### src/rtl/btn_evq_pkg.sv
// Shared constants, entry type and word formatters for the button event queue.
// Optional timestamping is enabled with the BTN_EVQ_TSTAMP_EN macro.
package btn_evq_pkg;

  localparam logic [31:0] DATA_AD_DEF = 32'h1100_0060;
  localparam logic [31:0] STAT_AD_DEF = 32'h1100_0064;

  localparam int ST_EMPTY = 0;
  localparam int ST_FULL  = 1;
  localparam int ST_OVF   = 2;

  localparam int CTL_FLUSH   = 0;
  localparam int CTL_CLR_OVF = 1;

  localparam int TS_W   = 16;
  localparam int MASK_W = 4;

  typedef struct packed {
    logic [TS_W-1:0]   ts;
    logic [MASK_W-1:0] mask;
  } btn_evq_entry_t;

  // Head-of-queue word; all zero when nothing is queued.
  function automatic logic [31:0] data_word(
    input logic              vld,
    input logic [TS_W-1:0]   ts,
    input logic [MASK_W-1:0] mask
  );
    logic [31:0] w;
    w = '0;
    if (vld) begin
      w[31]    = 1'b1;
      w[27:12] = ts;
      w[3:0]   = mask;
    end
    return w;
  endfunction

  function automatic logic [31:0] stat_word(
    input logic       empty,
    input logic       full,
    input logic       ovf,
    input logic [7:0] cnt
  );
    logic [31:0] w;
    w           = '0;
    w[ST_EMPTY] = empty;
    w[ST_FULL]  = full;
    w[ST_OVF]   = ovf;
    w[15:8]     = cnt;
    return w;
  endfunction

endpackage

### src/rtl/btn_evq_fifo.sv
// Generic synchronous FIFO with push, pop and flush.
// Flush beats push and pop; a push into a full FIFO is taken only with a pop.
module btn_evq_fifo #(
  parameter int DEPTH = 8,
  parameter int W     = 4
) (
  input  logic                   clk_i,
  input  logic                   rst_i,
  input  logic                   push_i,
  input  logic                   pop_i,
  input  logic                   flush_i,
  input  logic [W-1:0]           wdata_i,
  output logic [W-1:0]           rdata_o,
  output logic [$clog2(DEPTH):0] count_o,
  output logic                   full_o,
  output logic                   empty_o,
  output logic                   push_ok_o,
  output logic                   pop_ok_o
);

  localparam int AW = $clog2(DEPTH);
  localparam int CW = AW + 1;

  logic [W-1:0]  mem_q [DEPTH];
  logic [AW-1:0] wr_q, wr_d;
  logic [AW-1:0] rd_q, rd_d;
  logic [CW-1:0] cnt_q, cnt_d;
  logic          push_ok, pop_ok;

  assign empty_o = (cnt_q == '0);
  assign full_o  = (cnt_q == CW'(DEPTH));
  assign count_o = cnt_q;
  assign rdata_o = mem_q[rd_q];

  assign pop_ok  = pop_i && !empty_o && !flush_i;
  assign push_ok = push_i && !flush_i
                && (!full_o || pop_ok);

  assign push_ok_o = push_ok;
  assign pop_ok_o  = pop_ok;

  // Pointer and occupancy arithmetic; pointers wrap by width.
  always_comb begin
    wr_d  = wr_q;
    rd_d  = rd_q;
    cnt_d = cnt_q;
    if (flush_i) begin
      wr_d  = '0;
      rd_d  = '0;
      cnt_d = '0;
    end else begin
      if (push_ok) wr_d = wr_q + AW'(1);
      if (pop_ok)  rd_d = rd_q + AW'(1);
      unique case ({push_ok, pop_ok})
        2'b10:   cnt_d = cnt_q + CW'(1);
        2'b01:   cnt_d = cnt_q - CW'(1);
        default: cnt_d = cnt_q;
      endcase
    end
  end

  // Control state register.
  always_ff @(posedge clk_i) begin
    if (rst_i) begin
      wr_q  <= '0;
      rd_q  <= '0;
      cnt_q <= '0;
    end else begin
      wr_q  <= wr_d;
      rd_q  <= rd_d;
      cnt_q <= cnt_d;
    end
  end

  // Storage needs no reset; stale slots are never exposed.
  always_ff @(posedge clk_i) begin
    if (push_ok) mem_q[wr_q] <= wdata_i;
  end

endmodule

### src/rtl/mmio_btn_event_queue.sv
// MMIO button event queue: one-shots in, popped by CPU reads, INTR out.
// Define BTN_EVQ_TSTAMP_EN to store a millisecond-tick timestamp per event.
module mmio_btn_event_queue
  import btn_evq_pkg::*;
#(
  parameter int          DEPTH       = 8,
  parameter logic [31:0] DATA_AD     = DATA_AD_DEF,
  parameter logic [31:0] STAT_AD     = STAT_AD_DEF,
  parameter int          TS_PRESCALE = 50000
) (
  input  logic        CLK_50,
  input  logic        RST,
  input  logic [3:0]  BTN_PULSE,
  input  logic [31:0] IOBUS_ADDR,
  input  logic        IOBUS_RD,
  input  logic        IOBUS_WR,
  input  logic [31:0] IOBUS_OUT,
  output logic [31:0] RD_DATA,
  output logic        INTR
);

`ifdef BTN_EVQ_TSTAMP_EN
  localparam int EW = $bits(btn_evq_entry_t);
`else
  localparam int EW = MASK_W;
`endif
  localparam int CW = $clog2(DEPTH) + 1;

  logic          sel_data, sel_stat;
  logic          pop_req, push_req;
  logic          ctl_wr, flush, clr_ovf;
  logic [EW-1:0] wdata, rdata;
  logic [CW-1:0] count;
  logic          full, empty, push_ok, pop_ok;
  logic [15:0]   head_ts;
  logic [3:0]    head_mask;
  logic          ovf_q, ovf_d;
  logic          intr_q, intr_d;
  logic          unused_ok;

  assign sel_data = (IOBUS_ADDR == DATA_AD);
  assign sel_stat = (IOBUS_ADDR == STAT_AD);
  assign pop_req  = IOBUS_RD && sel_data;
  assign push_req = |BTN_PULSE;
  assign ctl_wr   = IOBUS_WR && sel_stat;
  assign flush    = ctl_wr && IOBUS_OUT[CTL_FLUSH];
  assign clr_ovf  = ctl_wr && IOBUS_OUT[CTL_CLR_OVF];

  assign unused_ok = ^IOBUS_OUT[31:2];

  btn_evq_fifo #(
    .DEPTH (DEPTH),
    .W     (EW)
  ) u_fifo (
    .clk_i     (CLK_50),
    .rst_i     (RST),
    .push_i    (push_req),
    .pop_i     (pop_req),
    .flush_i   (flush),
    .wdata_i   (wdata),
    .rdata_o   (rdata),
    .count_o   (count),
    .full_o    (full),
    .empty_o   (empty),
    .push_ok_o (push_ok),
    .pop_ok_o  (pop_ok)
  );

`ifdef BTN_EVQ_TSTAMP_EN
  logic [31:0]    pre_q, pre_d;
  logic [15:0]    tick_q, tick_d;
  btn_evq_entry_t wr_e, hd_e;

  // Prescaler wraps every TS_PRESCALE cycles and bumps the tick.
  always_comb begin
    pre_d  = pre_q + 32'd1;
    tick_d = tick_q;
    if (pre_q == 32'(TS_PRESCALE - 1)) begin
      pre_d  = '0;
      tick_d = tick_q + 16'd1;
    end
  end

  // Timestamp counters.
  always_ff @(posedge CLK_50) begin
    if (RST) begin
      pre_q  <= '0;
      tick_q <= '0;
    end else begin
      pre_q  <= pre_d;
      tick_q <= tick_d;
    end
  end

  assign wr_e.ts   = tick_q;
  assign wr_e.mask = BTN_PULSE;
  assign wdata     = wr_e;
  assign hd_e      = rdata;
  assign head_ts   = hd_e.ts;
  assign head_mask = hd_e.mask;
`else
  localparam int unused_ts_prescale = TS_PRESCALE;

  assign wdata     = BTN_PULSE;
  assign head_ts   = '0;
  assign head_mask = rdata;
`endif

  // Sticky overflow; a new drop wins over a same-cycle clear.
  always_comb begin
    ovf_d = ovf_q;
    if (clr_ovf) ovf_d = 1'b0;
    if (push_req && full && !pop_ok && !flush)
      ovf_d = 1'b1;
  end

  assign intr_d = push_ok;

  // Overflow flag and one-cycle interrupt pulse.
  always_ff @(posedge CLK_50) begin
    if (RST) begin
      ovf_q  <= 1'b0;
      intr_q <= 1'b0;
    end else begin
      ovf_q  <= ovf_d;
      intr_q <= intr_d;
    end
  end

  assign INTR = intr_q;

  // Read mux is address-driven; the pop happens at the edge.
  always_comb begin
    RD_DATA = '0;
    unique case (1'b1)
      sel_data: RD_DATA = data_word(!empty, head_ts, head_mask);
      sel_stat: RD_DATA = stat_word(empty, full, ovf_q, 8'(count));
      default:  RD_DATA = '0;
    endcase
  end

endmodule

### config.mk
export PLATFORM = sky130hd
export DESIGN_NAME = mmio_btn_event_queue
export DESIGN_NICKNAME = d
export VERILOG_FILES = /design/src/rtl/btn_evq_pkg.sv /design/src/rtl/btn_evq_fifo.sv /design/src/rtl/mmio_btn_event_queue.sv
export SDC_FILE = /design/constraint.sdc
export NUM_CORES = 1
export LEC_CHECK = 0
export CAP_MARGIN = 20
export CORE_MARGIN = 4
export CORE_UTILIZATION = 46
export DETAILED_ROUTE_END_ITERATION = 10
export PLACE_DENSITY = 0.92
export SLEW_MARGIN = 30
export SYNTH_ARGS = -nofsm -noshare
export SYNTH_HDL_FRONTEND = slang
export SYNTH_SLANG_ARGS = --single-unit
### constraint.sdc
create_clock -name CLK_50 -period 3.75 [get_ports CLK_50]
set_clock_uncertainty 0.2 [all_clocks]
set_input_delay 0.5625 -clock CLK_50 [delete_from_list [all_inputs] [get_ports CLK_50]]
set_output_delay 0.5625 -clock CLK_50 [all_outputs]
set_load 0.1 [all_outputs]
==> impl_results.md <==
* Status: finished clean
* GR Overflow Total at 0
* DR WL/cell at 15.8 um
* Multi-input gate area at 1020 um^2
* Hold crit path type: register to register
* Setup Viol. Count Final at 0
* Top Ports at about 110
* Final min period at 3.32 ns
* Number of instances in the placed design at 304
* Layout cells sized above 1 at 0.202
* Die area at 6520 um^2
* Distinct cells, synth at 45
* Placer Congestion at around 0.84
* Syn. warnings at 0
* Clock-pin transition on the worst setup and hold timing paths at 0.09 ns
* Post-Syn Instances at 186
* Total routed wirelength at 4940 um
* CP arrival at about 2.6 ns
* CTS sink cnt at 47
* Post_cts resized at 0
* Post-synth top cells: edfxtp_1, buf_4, dfxtp_1, nor2_1, mux4_2
* WP buf/inv at 2
* Final Max Slew Viols at 0
* Port Buf Inserts at 51
* Crit path max-delay family: simple AND/OR/NAND/NOR gates
* Most frequent cell after synthesis: edfxtp_1
* CP max-delay cell: clkdlybuf4s50_1
* Starting Density at 0.476
* Critical Path Source Type: input pin
* FP Rows at 26
* Yosys reg bits at between 40 and 50
* Final hold slack at 0.302 ns
* DRC Markers at 0
* CP required at 2.99 ns
* Leak Pwr at 1.11 nW
* Final Hold Violating Endpoints at 0
* Vias in the first global route at 1637
* Max Cap Viol at 0
* DRT iter0 DRCs at 126
* Crit path max fanout at 5
* ANT cells at 0
* Synth Flop Type: edfxtp_1
* Post-DR vias/cell at roughly 5.1
* Initial antenna violation count at 0
* Chip Width at 80.7 um
* Total CTS buffers at 5
* Number of flops mapped to enable cells by yosys at 32
* Setup bufs post-CTS at 0
* Routed vias at 1606
* Chip height at 80.7 um
* Crit share post-route at 0.884
* Post-route cell area at 3150 um^2
* First-pass GRT wire length at 7890 um
* H-tree depth at 2
* Mapped Area at 2430 um^2
* Synth top area share at 0.395
* Layout area overhead at 29.3%
* Clk buf depth at 2
* Maximum vdd drop at ~0.17 mV
* Synth area leaders: edfxtp_1, dfxtp_1, buf_4
* Placed inst area at 3030 um^2
* Rel. slew slack at 0.337
* Highest clock rate at 301 MHz
* Hold buffer count at CTS at 0
* Syn Area/Cell at 13.1 um^2
* Worst Setup Slack, final at around 0.43 ns
* Post-synth top area cell: edfxtp_1
* Nets at 318
* CTS tree: done
* Worst path cell trace: clkdlybuf4s50_1 > nor4b_2 > nand4_1 > nor2_1 > nand2_1 > o21ai_0 > buf_12
* Core area at 5110 um^2
* Sequential cell area at around 1300 um^2
* Detailed Routing Iterations Pass 1 at 4
* Worst setup EP type: primary output
* Clock latency at the later pin of the worst-skew pair at 0.30 ns
* Antenna-violating nets left at 0
* Place WS at roughly 0.19 ns
* Largest net degree at the start of global routing at 17
* Share of the yosys chip area belonging to registers at 0.518
* Unrepaired setup endpoints after global routing: false
* CTS root buf: clkbuf_8
* Pwr/cell area at 383 nW/um^2
* CP max stage delay at 0.41 ns
* Fill cell count at 378
* Setup CP Type: input pin to primary output
* Post-synth ARST share at 0
* DP Wirelength at between 4000 and 5000 um
* Slew at the pin with the worst max-slew slack at 0.991 ns
* Fin cells at approximately 310
* Final core utilization at 0.616
* GRT Resource Usage Total at 0.163
[state kept, by name, summed over array words and instances (netlist names), named ones only]
signal,flops
u_fifo.wr_q,3
INTR,1
ovf_q,1
u_fifo.mem_q,32
u_fifo.rd_q,3
u_fifo.count_o,4
[stage by stage]
step | power [mW] | setup TNS [ns]
finish | 1.21 | 0
global route | 1.25 | 0
CTS | 1.21 | 0
detailed placement | 0.846 | 0
global placement | 0.837 | 0
floorplan | 0.789 | -0.916
[worst reg2reg max path: cells and delay by family, from the launching register on]
family	cells	cell delay, ns
buf+inv	1	0.14
simple gates	6	0.96
fa+ha+maj	1	0.24
compound gates	3	0.54
flops	1	0.45
[power by group]
part	leakage [nW]	internal, mW	total [mW]	switching [mW]
registers	0.416	0.581	0.599	0.0180
clock network	0.0548	0.201	0.372	0.171
logic	0.638	0.0754	0.235	0.159
[routing by layer]
layer / GRT usage / wire length (um) / vias up
met5: 0 / 0 / -
met4: 0.0439 / 85 / 0
met3: 0.0443 / 301 / 11
met2: 0.298 / 2670 / 52
met1: 0.186 / 1890 / 781
li1: - / - / 762
[worst paths after layout]
| check | to | from | cells after the start | slack [ns] |
|---|---|---|---|---|
| max | RD_DATA[2] | IOBUS_ADDR[4] | 7 | 0.43 |
| min | ovf_q$_SDFFE_PP0P_ | ovf_q$_SDFFE_PP0P_ | 2 | 0.30 |
| max reg2reg | u_fifo.count_o[3]$_SDFFE_PP0P_ | u_fifo.count_o[3]$_SDFFE_PP0P_ | 11 | 1.11 |
| min reg2reg | ovf_q$_SDFFE_PP0P_ | ovf_q$_SDFFE_PP0P_ | 2 | 0.30 |
[final cells by class]
type | count | area share
Inverter | 6 | 0.00716
Multi-Input combinational cell | 125 | 0.325
Sequential cell | 47 | 0.401
Clock buffer | 5 | 0.0219
Timing Repair Buffer | 56 | 0.203
Tap cell | 70 | 0.0278
Clock inverter | 3 | 0.0147
[placed cells by master, fill, tap and decap left out, drive strengths merged, types with 4 or more instances in the layout]
cell            n
edfxtp         32
nor4            6
mux4            8
inv             7
buf            14
nor2           16
clkbuf          5
nor3            7
ha              4
dfxtp          15
nand2           7
nor4b           7
conb           23
nand4           4
xor2            4
clkdlybuf4s50  42
mux2i           6
[cell families (layout without fill, tap and decap cells)]
logic type	Yosys count	in the layout	share of synthesized area
AOI/OAI and AO/OA	16	16	0.0586
muxes	14	14	0.0987
adders and majority gates	5	5	0.0288
buffers and inverters	36	70	0.0961
xor gates and xnor gates	6	6	0.0216
other	1	23	0.00154
DFF	47	47	0.518
and+or+nand+nor	61	61	0.176
Power figures use the tool's default switching activity.
